[src/rtl/fetch_stage.sv]
// Instruction-fetch stage: owns the PC, drives the instruction-memory handshake and
// holds the IF/ID register, with a one-entry skid buffer for words returned during a stall.
module fetch_stage #(
  parameter int unsigned           WIDTH            = 8,
  parameter int unsigned           INSTRUCTIONWIDTH = 24,
  parameter logic [WIDTH-1:0]      RESETPC          = '0
) (
  input  logic                        clock,
  input  logic                        reset,
  input  logic                        stall,
  input  logic                        branchTaken,
  input  logic [WIDTH-1:0]            branchTarget,
  input  logic [INSTRUCTIONWIDTH-1:0] imemData,
  input  logic                        imemReady,
  output logic                        imemRequest,
  output logic [WIDTH-1:0]            imemAddress,
  output logic [INSTRUCTIONWIDTH-1:0] instruction,
  output logic [WIDTH-1:0]            pcDecode,
  output logic [WIDTH-1:0]            PCPlus8,
  output logic                        instructionValid
);

  typedef enum logic [1:0] {START, FETCH, HELD} state_t;

  localparam logic [WIDTH-1:0] PC_STEP   = WIDTH'(4);
  localparam logic [WIDTH-1:0] PC_AHEAD  = WIDTH'(8);

  state_t                        state_q;
  logic [WIDTH-1:0]              pc_q;
  logic [INSTRUCTIONWIDTH-1:0]   skid_instr_q;
  logic [WIDTH-1:0]              skid_pc_q;
  logic [INSTRUCTIONWIDTH-1:0]   instr_q;
  logic [WIDTH-1:0]              pc_decode_q;
  logic [WIDTH-1:0]              pc_plus8_q;
  logic                          valid_q;

  logic [WIDTH-1:0]              pc_step_d;
  logic [WIDTH-1:0]              pc_plus8_d;
  logic [WIDTH-1:0]              skid_plus8_d;

  // All PC arithmetic is WIDTH bits and wraps silently.
  assign pc_step_d    = pc_q + PC_STEP;
  assign pc_plus8_d   = pc_q + PC_AHEAD;
  assign skid_plus8_d = skid_pc_q + PC_AHEAD;

  // NOTE: every register here, skid buffer included, is cleared by the async reset and
  // updated only with non-blocking assignments, so all state advances together on an edge.
  always_ff @(posedge clock or posedge reset) begin
    if (reset) begin
      state_q      <= START;
      pc_q         <= RESETPC;
      skid_instr_q <= '0;
      skid_pc_q    <= '0;
      instr_q      <= '0;
      pc_decode_q  <= '0;
      pc_plus8_q   <= '0;
      valid_q      <= 1'b0;
    end else if (branchTaken) begin
      // Redirect wins over stall: flush IF/ID and the skid, drop any returning word.
      state_q      <= FETCH;
      pc_q         <= branchTarget;
      skid_instr_q <= '0;
      skid_pc_q    <= '0;
      instr_q      <= '0;
      pc_decode_q  <= '0;
      pc_plus8_q   <= '0;
      valid_q      <= 1'b0;
    end else begin
      case (state_q)
        START: state_q <= FETCH;
        FETCH: begin
          if (!stall) begin
            if (imemReady) begin
              instr_q     <= imemData;
              pc_decode_q <= pc_q;
              pc_plus8_q  <= pc_plus8_d;
              valid_q     <= 1'b1;
              pc_q        <= pc_step_d;
            end else begin
              instr_q     <= '0;
              pc_decode_q <= '0;
              pc_plus8_q  <= '0;
              valid_q     <= 1'b0;
            end
          end else if (imemReady) begin
            // Decode is full: park the word so it is neither lost nor refetched.
            skid_instr_q <= imemData;
            skid_pc_q    <= pc_q;
            pc_q         <= pc_step_d;
            state_q      <= HELD;
          end
        end
        HELD: begin
          if (!stall) begin
            instr_q     <= skid_instr_q;
            pc_decode_q <= skid_pc_q;
            pc_plus8_q  <= skid_plus8_d;
            valid_q     <= 1'b1;
            state_q     <= FETCH;
          end
        end
        default: state_q <= START;
      endcase
    end
  end

  assign imemRequest      = (state_q == FETCH);
  assign imemAddress      = pc_q;
  assign instruction      = instr_q;
  assign pcDecode         = pc_decode_q;
  assign PCPlus8          = pc_plus8_q;
  assign instructionValid = valid_q;

endmodule
[config.mk]
export PLATFORM = sky130hd
export DESIGN_NAME = fetch_stage
export DESIGN_NICKNAME = d
export VERILOG_FILES = /design/src/rtl/fetch_stage.sv
export SDC_FILE = /design/constraint.sdc
export NUM_CORES = 1
export LEC_CHECK = 0
export CAP_MARGIN = 20
export CORE_MARGIN = 2
export CORE_UTILIZATION = 50
export CTS_CLUSTER_DIAMETER = 100
export DETAILED_ROUTE_END_ITERATION = 12
export MAX_ROUTING_LAYER = met4
export PLACE_DENSITY = 0.86
export SYNTH_ARGS = -nofsm -noshare
export SYNTH_HDL_FRONTEND = slang
export SYNTH_SLANG_ARGS = --single-unit
[constraint.sdc]
create_clock -name clock -period 3.76 [get_ports clock]
set_clock_uncertainty 0.05 [all_clocks]
set_input_delay 0.752 -clock clock [delete_from_list [all_inputs] [get_ports clock]]
set_output_delay 0.752 -clock clock [all_outputs]
set_load 0.05 [all_outputs]
# Word-level counts from Yosys, hierarchy flattened
# Cells that the tools add are included.
[totals]
ff_bits = 83
in_bits = 37
out_inout_bits = 50
wordCells = 62
[op_classes]
addsub = 3
n_eq_ne = 6
muxes = 36
reduce_logical = 9
[ops]
columns = ["operator", "count"]
rows = [
  ["24-bit 2-to-1 mux", 8],
  ["8-bit 2-to-1 mux", 15],
  ["24-bit one-hot mux with 2 select lines", 1],
  ["8-bit one-hot mux with 2 select lines", 2],
  ["8-bit by 4-bit adder with 8-bit output (second input constant)", 2],
  ["3-bit != test (second input constant)", 4],
  ["3-bit AND reduction", 3],
  ["8-bit by 3-bit adder with 8-bit output (second input constant)", 1],
  ["2-bit 2-to-1 mux", 4],
  ["2-bit one-hot mux with 3 select lines", 1],
  ["2-bit nonzero test", 3],
  ["1-bit 2-to-1 mux", 4],
  ["3-bit nonzero test", 1],
  ["2-bit by 1-bit == test with 1-bit output (second input constant)", 1],
  ["2-bit == test (second input constant)", 1],
  ["2-bit zero test", 1],
  ["1-bit one-hot mux with 2 select lines", 1],
  ["2-bit AND reduction", 1],
]

# Logic depth before layout (Yosys ltp)
# Gate-level depths: netlist (run 1).
[logic_depth]
word_depth = 5
ltp_mapped = 6
depth_no_buf = 5

# Least setup slack after synthesis (run 1)
# No wires, ideal clock.
[synth_timing]
path_type = "register to register"
startpoint = "reg pc_q[4] (netlist: imemAddress[4])"
endpoint = "reg pc_plus8_q[7] (netlist: PCPlus8[7])"
setup_time_ns = 0.122
arrival_time_ns = 1.642
t_required_ns = 3.588
slack_ns = 1.946
path_stages_with_launch = 6
n_path_buf = 0
period_less_slack_ns = 1.814
cell_sequence = "dfrtp_1 ha_1 and3_1 xnor2_1 o22ai_1 a32o_1"
[synth_between]
elab_chain_cells = 5
[synth_rtl]
columns = ["element", "line_no", "source"]
rows = [
  ["from (decl)", "29", "logic [WIDTH-1:0] pc_q;"],
  ["from (signal assigned)", "61", "pc_q <= branchTarget;"],
  ["from (signal assigned)", "78", "pc_q <= pc_step_d;"],
  ["from (signal assigned)", "89", "pc_q <= pc_step_d;"],
  ["8-bit by 4-bit adder with 8-bit output", "43", "assign pc_plus8_d = pc_q + PC_AHEAD;"],
  ["8-bit 2-to-1 mux", "73", "if (imemReady) begin"],
  ["8-bit 2-to-1 mux", "72", "if (!stall) begin"],
  ["8-bit one-hot mux with 2 select lines", "69", "case (state_q)"],
  ["8-bit 2-to-1 mux", "58", "end else if (branchTaken) begin"],
  ["to (signal assigned)", "76", "pc_plus8_q <= pc_plus8_d;"],
  ["to (signal assigned)", "97", "pc_plus8_q <= skid_plus8_d;"],
  ["to (decl)", "34", "logic [WIDTH-1:0] pc_plus8_q;"],
]
# No other way between the ends. The select of a mux whose other input is x is not followed.
# A chain may end at the register's enable or synchronous reset.

# Final worst setup path (run 1)
[layout_timing]
startpoint = "reg state_q[0]"
endpoint = "out imemRequest"
[layout_between]
elab_chain_cells = 1
[layout_rtl]
columns = ["element", "line_no", "source"]
rows = [
  ["from (decl)", "28", "state_t state_q;"],
  ["from (signal assigned)", "50", "state_q <= START;"],
  ["from (signal assigned)", "60", "state_q <= FETCH;"],
  ["from (signal assigned)", "70", "START: state_q <= FETCH;"],
  ["2-bit by 1-bit == test with 1-bit output", "107", "assign imemRequest = (state_q == FETCH);"],
  ["to (decl)", "15", "output logic imemRequest,"],
]
# No other way between the ends.

==> flow_summary_export.csv, run 1 <==
group,metric,value,unit
route,top_layer_used,"met4",
timing,setup_tns,0,ns
worst_setup_path,cp_data_required_time,2.96,ns
die,die_h,90.52,µm
power_and_ir_drop,report.power.total,2.167,mW
die,top_level_ports,87,
die,design.die.area,0.008193,mm²
clock_tree,post-cts-setup-buffer-count,0,
power_and_ir_drop,switchingPower,0.6098,mW
yosys,sequential_fraction_of_the_synthesis_area,0.5349,
power_and_ir_drop,p_leak,2.121,nW
finish,design_area,0.004870,mm²
route,drt_first_iter_violations,214,
clock_tree,post_cts_resize_count,0,
die,die_x,90.52,µm
worst_setup_path,timing.critical_path.to_type,"output port",
grt,overall_global_routing_resource_usage,0.2338,
worst_setup_path,timing.critical_path.slowest_cell_delay,0.84,ns
route,drt_drc_violations_left,0,
worst_setup_path,worstPathCellList,"nor2b_2 -> clkdlybuf4s50_1",
timing,timing.slew.headroom,0.2719,
finish,ff_latch_area,0.002002,mm²
flow_run,timing.max_cap.violations,0,
power_and_ir_drop,power_density,445.0,mW/mm²
route,wl_met2,4412,µm
yosys,synth_cell_type_count,39,
power_and_ir_drop,internal_power,1.557,mW
clock_tree,cts_tree,"done",
yosys,synthesis.area_per_instance,9.263,µm²
die,core.rowCount,31,
clock_tree,clock-root-buffer,"clkbuf_8",
placed_design,pre_cts_ws,0.9165,ns
finish,multiInputGateArea,0.001555,mm²
finish,fillerInstances,589,
grt,overflow_left_after_global_routing,0,
route,routed_wl,8969,µm
route,routedLengthMet1,3746,µm
timing,setup_failing_eps_final,0,
worst_setup_path,timing.critical_path.slowest_stage_cell,"clkdlybuf4s50_1",
timing,final_hold_viol_count,0,
route,drt-vias-per-instance,5.625,
power_and_ir_drop,power.share.clock,0.369,
timing,min_period,2.743,ns
grt,grt_max_degree,50,
clock_tree,h-tree-depth,3,
grt,antenna_found_initial,0,
route,num_vias,3257,
outcome,result_of_the_run,"complete, no violations",
yosys,netlist_area,0.003742,mm²
placed_design,globalplace.congestion,0.8122,
finish,areaGrowthSynthToFinish,30.12,%
timing,final_worst_setup_slack,1.017,ns
power_and_ir_drop,p_seq_frac,0.440,
worst_setup_path,critical_path_class,"flip-flop to output port",
route,wl_met3,617,µm
timing,rsz0062_at_grt,"no",
power_and_ir_drop,vdd_drop_max,248.2,µV
route,wire_per_inst,15.49,µm
yosys,netlist_instances,404,
yosys,yosysWarningCount,0,
power_and_ir_drop,p_comb_frac,0.191,
placed_design,post_dp_cell_area,0.004606,mm²
yosys,synthesis.nets,444,
placed_design,dp.final_hpwl,6131,µm
finish,finish.utilization,0.6714,
grt,grt_first_pass_wirelength,14950,µm
clock_tree,clock_latency_reported_for_the_late_side_of_the_worst_skew_pair,0.35,ns
worst_setup_path,critical_path.max_fanout,6,
timing,final_min_period_over_clock_period,0.7294,
clock_tree,clk_transition_reported_paths,0.08,ns
yosys,most_used_flip_flop_cell_after_synthesis,"dfrtp_1",
timing,finalMaxSlewViolations,0,
grt,grt_pass1_vias,3205,
clock_tree,clock_path_buffers,2,
power_and_ir_drop,swShare,0.2814,
yosys,seq_cells_post_synth,80,
clock_tree,cts_inserted_buffers,9,
clock_tree,cts_sinks,80,
worst_setup_path,start_kind,"flip-flop",
finish,antenna_cells_inserted,0,
worst_setup_path,cp_data_arrival_time,1.94,ns
timing,clock.fmax,0.3646,GHz
timing,timing_worst_slew_pin_value,1.092,ns
die,initial_core_util,0.5160,
finish,layout-drive-gt1-share,0.07708,
worst_hold_path,hold_class,"flip-flop to flip-flop",
yosys,synthArstFlopShare,1.000,
route,drtAntennaViolNets,0,
route,drt-pass1-iter-count,5,
clock_tree,cts_hold_buffers,0,
yosys,synth-edff-count,0,
die,design.core.area,0.007253,mm²
placed_design,port-buffer-count,86,
finish,finalNetCount,515,
synth_stat cells (all sizes together) (2+ instances only):
cell type  instances  area share
nand2            108        0.11
dfrtp             80        0.53
a21oi             58       0.079
o21ai             39       0.055
and3              28       0.047
buf               22       0.039
clkbuf            12       0.012
xor2               8       0.021
mux2i              7       0.019
nand3              6      0.0080
a21o               3      0.0060
ha                 3       0.010
nor2               3      0.0030
xnor2              3      0.0070
a211oi             2      0.0040
a22oi              2      0.0040
a32o               2      0.0053
inv                2      0.0020
mux2               2      0.0060
nand4              2      0.0033
nor2b              2      0.0040
o31ai              2      0.0067
sequential cells by signal, indices dropped and copies added, names as in the netlist:
signal,cells
pcDecode,8
skid_instr_q,24
state_q,2
instructionValid,1
imemAddress,8
skid_pc_q,8
instruction,24
PCPlus8,5
through the flow:
stage          hold WS (ns)  instances
6_report             0.4360        579
5_1_grt              0.4527        579
4_1_cts              0.4389        579
3_5_place_dp         0.4213        563
3_3_place_gp         0.4139        563
2_1_floorplan        0.4292        404
cells in the final DEF (no fill, tap or decap), drive strengths merged:
cell / netlist / routed
mux2: 2 / 2
o22ai: 1 / 1
buf: 22 / 9
a21oi: 58 / 58
o21ai: 39 / 39
clkdlybuf4s50: 0 / 85
and2: 1 / 1
a211oi: 2 / 2
bufinv: 0 / 3
nor2: 3 / 3
dfrtp: 80 / 80
xor2: 8 / 8
nor3: 1 / 1
xnor2: 3 / 3
and3b: 1 / 1
and3: 28 / 28
a2bb2oi: 1 / 1
nand2: 108 / 108
nand2b: 1 / 1
nand3: 6 / 6
a32o: 2 / 2
nand4: 2 / 2
inv: 2 / 1
mux2i: 7 / 7
nor2b: 2 / 2
ha: 3 / 3
a32oi: 1 / 1
clkbuf: 12 / 12
or2: 1 / 1
o31ai: 2 / 2
a22oi: 2 / 2
a21o: 3 / 3
clkinv: 0 / 2
path summary, 6_finish.rpt:
kind                            start  slack, ns               end  depth (start not counted)
max                        state_q[0]       1.02       imemRequest                          2
min                        PCPlus8[3]       0.44        PCPlus8[3]                          1
max reg2reg                state_q[0]       1.54        PCPlus8[6]                          4
min reg2reg                PCPlus8[3]       0.44        PCPlus8[3]                          1
max in group asynchronous       reset       2.25    instruction[0]                          3
min in group asynchronous       reset       0.69  skid_instr_q[16]                          2
layer usage:
layer,track usage,vias to the layer above
met4,0.1103,0
met3,0.04090,18
li1,-,1510
met2,0.3775,146
met1,0.2875,1583
met5,-,-
kinds of logic after synthesis:
logic type	count (synthesis)	synth area share
AND/OR/NAND/NOR	154	0.1829
adder cells (fa/ha/maj)	3	0.01003
XOR/XNOR	11	0.02775
multiplexers	9	0.02474
AO/OA/AOI/OAI	111	0.1662
flip-flops	80	0.5349
buffers and inverters	36	0.05349
cell type report:
cell class | count | area share
Sequential cell | 80 | 0.4111
Multi-Input combinational cell | 288 | 0.3194
Clock inverter | 4 | 0.02030
Timing Repair Buffer | 94 | 0.1881
Clock buffer | 12 | 0.03392
Tap cell | 99 | 0.02544
Inverter | 2 | 0.001799
worst max-delay path, delay by kind of cell (launching register included):
kind	cells	cell delay, ns
simple gates	1	0.25
flops	1	0.50
buf+inv	1	0.84
power by group through the flow:
stage	combinational, mW	clock, mW	sequential, mW
finish	0.413	0.799	0.954
global route	0.443	0.840	0.961
CTS	0.415	0.810	0.954
detailed placement	0.413	0	0.971
global placement	0.405	0	0.968
floorplan	0.170	0	1.06
Note: power is estimated with default switching activity, not from simulation.
==> run 2, diff against run 1 <==
CORE_UTILIZATION = 45   (was 50)
PLACE_DENSITY = 0.82   (was 0.86)
clock period = 2.4 ns   (was 3.76 ns; I/O delays follow)
==> flow_summary_export.csv, run 2 (same netlist as run 1, synthesis figures left out) <==
group,metric,value,unit
outcome,result_of_the_run,"complete, no violations",
worst_setup_path,critical-path-top-delay-family,"buffers and inverters",
placed_design,dp.final_hpwl,6613,µm
route,drt_drc_violations_left,0,
timing,setup_tns,0,ns
finish,areaGrowthSynthToFinish,32.77,%
grt,overall_global_routing_resource_usage,0.2279,
worst_hold_path,hold-path-cell-count,2,
clock_tree,clock_latency_reported_for_the_late_side_of_the_worst_skew_pair,0.35,ns
worst_setup_path,timing.critical_path.slowest_stage_cell,"clkdlybuf4s50_1",
worst_setup_path,critical_path_class,"flip-flop to output port",
grt,antenna_found_initial,0,
placed_design,globalplace.congestion,0.8581,
worst_setup_path,start_kind,"flip-flop",
worst_setup_path,worstPathCellList,"clkdlybuf4s50_1",
timing,final_hold_viol_count,0,
worst_setup_path,ff2ff_setup_slack,0.40,ns
route,num_vias,3281,
clock_tree,post_cts_resize_count,0,
finish,finalNetCount,528,
worst_setup_path,timing.critical_path.slowest_cell_delay,0.87,ns
worst_setup_path,cp_data_required_time,1.87,ns
worst_setup_path,worst_r2r_path_depth,5,
timing,rsz0062_at_grt,"no",
finish,fillerInstances,675,
finish,design_area,0.004969,mm²
die,top_level_ports,87,
clock_tree,cts_sinks,80,
route,drt-pass1-iter-count,5,
power_and_ir_drop,power_density,658.5,mW/mm²
placed_design,port-buffer-count,86,
grt,overflow_left_after_global_routing,0,
clock_tree,cts_tree,"done",
placed_design,post_dp_cell_area,0.004748,mm²
worst_setup_path,worst_r2r_startpoint,"state_q[0]",
die,die_h,95.20,µm
power_and_ir_drop,report.power.total,3.272,mW
clock_tree,post-cts-setup-buffer-count,0,
worst_setup_path,critical_path.max_fanout,7,
die,initial_core_util,0.4601,
worst_setup_path,worst_r2r_endpoint,"pcDecode[6]",
finish,finish.utilization,0.6108,
grt,grt_first_pass_wirelength,15550,µm
route,drtAntennaViolNets,0,
clock_tree,cts_hold_buffers,0,
finish,most_common_cell_after_layout_fill_and_taps_aside,"nand2_1",
worst_hold_path,min_delay_worst_endpoint,"instruction[17]",
worst_setup_path,timing.critical_path.to_type,"output port",
die,die_x,95.20,µm
die,design.core.area,0.008134,mm²
timing,final_min_period_over_clock_period,0.9366,
die,core.rowCount,33,
finish,mostFrequentLayoutCells,"nand2_1, clkdlybuf4s50_1, dfrtp_1",
timing,timing.slew.headroom,0.5838,
timing,finalMaxSlewViolations,0,
grt,grt_max_degree,32,
worst_hold_path,hold_start,"instruction[17]",
clock_tree,cts_inserted_buffers,9,
finish,antenna_cells_inserted,0,
route,wire_per_inst,15.92,µm
route,routed_wl,9523,µm
worst_setup_path,worst-path-buf-inv,1,
clock_tree,clk_transition_reported_paths,0.08,ns
clock_tree,clock-root-buffer,"clkbuf_8",
power_and_ir_drop,vdd_drop_max,354.2,µV
clock_tree,h-tree-depth,3,
clock_tree,clock_path_buffers,2,
timing,setup_failing_eps_final,0,
timing,timing_worst_slew_pin_value,0.6243,ns
flow_run,timing.max_cap.violations,0,
route,drt-vias-per-instance,5.487,
timing,min_period,2.248,ns
die,design.die.area,0.009062,mm²
grt,grt_pass1_vias,3247,
worst_hold_path,hold_class,"flip-flop to flip-flop",
power_and_ir_drop,p_leak,2.173,nW
route,drt_first_iter_violations,253,
worst_setup_path,cp_data_arrival_time,1.72,ns
timing,clock.fmax,0.4449,GHz
finish,layout-drive-gt1-share,0.1034,
==> run 2: cell count changes in the layout (fill, tap and decap cells not counted) <==
cell / delta
clkdlybuf4s50_1: -1
clkinv_4: -1
buf_12: +3
buf_4: +11
clkinvlp_4: +2
clkbuf_8: -2
bufinv_16: -1
clkinv_2: +2
==> run 2: where the power goes <==
group          internal, mW  switching (mW)  leakage, nW  total [mW]
clock network         0.609           0.485        0.112        1.09
logic                 0.265           0.428        0.984       0.693
registers              1.42          0.0652         1.08        1.49
==> run 2: worst max path at each step <==
stage,cells past startpoint,start,slack (ns),endpoint
finish,1,imemAddress[2],0.15,imemAddress[2]
global route,1,imemAddress[2],0.12,imemAddress[2]
CTS,1,imemAddress[2],0.16,imemAddress[2]
detailed placement,5,imemReady,0.35,imemAddress[6]
global placement,6,imemReady,0.44,skid_instr_q[19]
floorplan,5,imemAddress[4],0.59,PCPlus8[7]
==> run 2: routing by layer <==
| metal | vias up | track usage | part of all wire |
|---|---|---|---|
| li1 | 1538 | - | - |
| met1 | 1597 | 0.2958 | 0.42 |
| met2 | 136 | 0.3644 | 0.50 |
| met3 | 10 | 0.03083 | 0.062 |
| met4 | 0 | 0.09058 | 0.012 |
| met5 | - | - | 0 |
==> run 2: cell type report <==
class	instances	area [µm²]	share of cell area
clock buffer	10	137.6	0.02770
clock inverter	6	82.58	0.01662
inverter	2	11.26	0.002266
multi-input combinational	288	1555	0.3130
sequential	80	2002	0.4029
tap	105	131.4	0.02644
timing repair buffer	107	1049	0.2110
==> run 2: through the flow <==
| stage | hold slack, ns | cells | setup slack (ns) |
|---|---|---|---|
| 2_1_floorplan | 0.4292 | 404 | 0.5860 |
| 3_3_place_gp | 0.4112 | 582 | 0.4430 |
| 3_5_place_dp | 0.4288 | 582 | 0.3521 |
| 4_1_cts | 0.4359 | 598 | 0.1584 |
| 5_1_grt | 0.4708 | 598 | 0.1210 |
| 6_report | 0.4403 | 598 | 0.1521 |
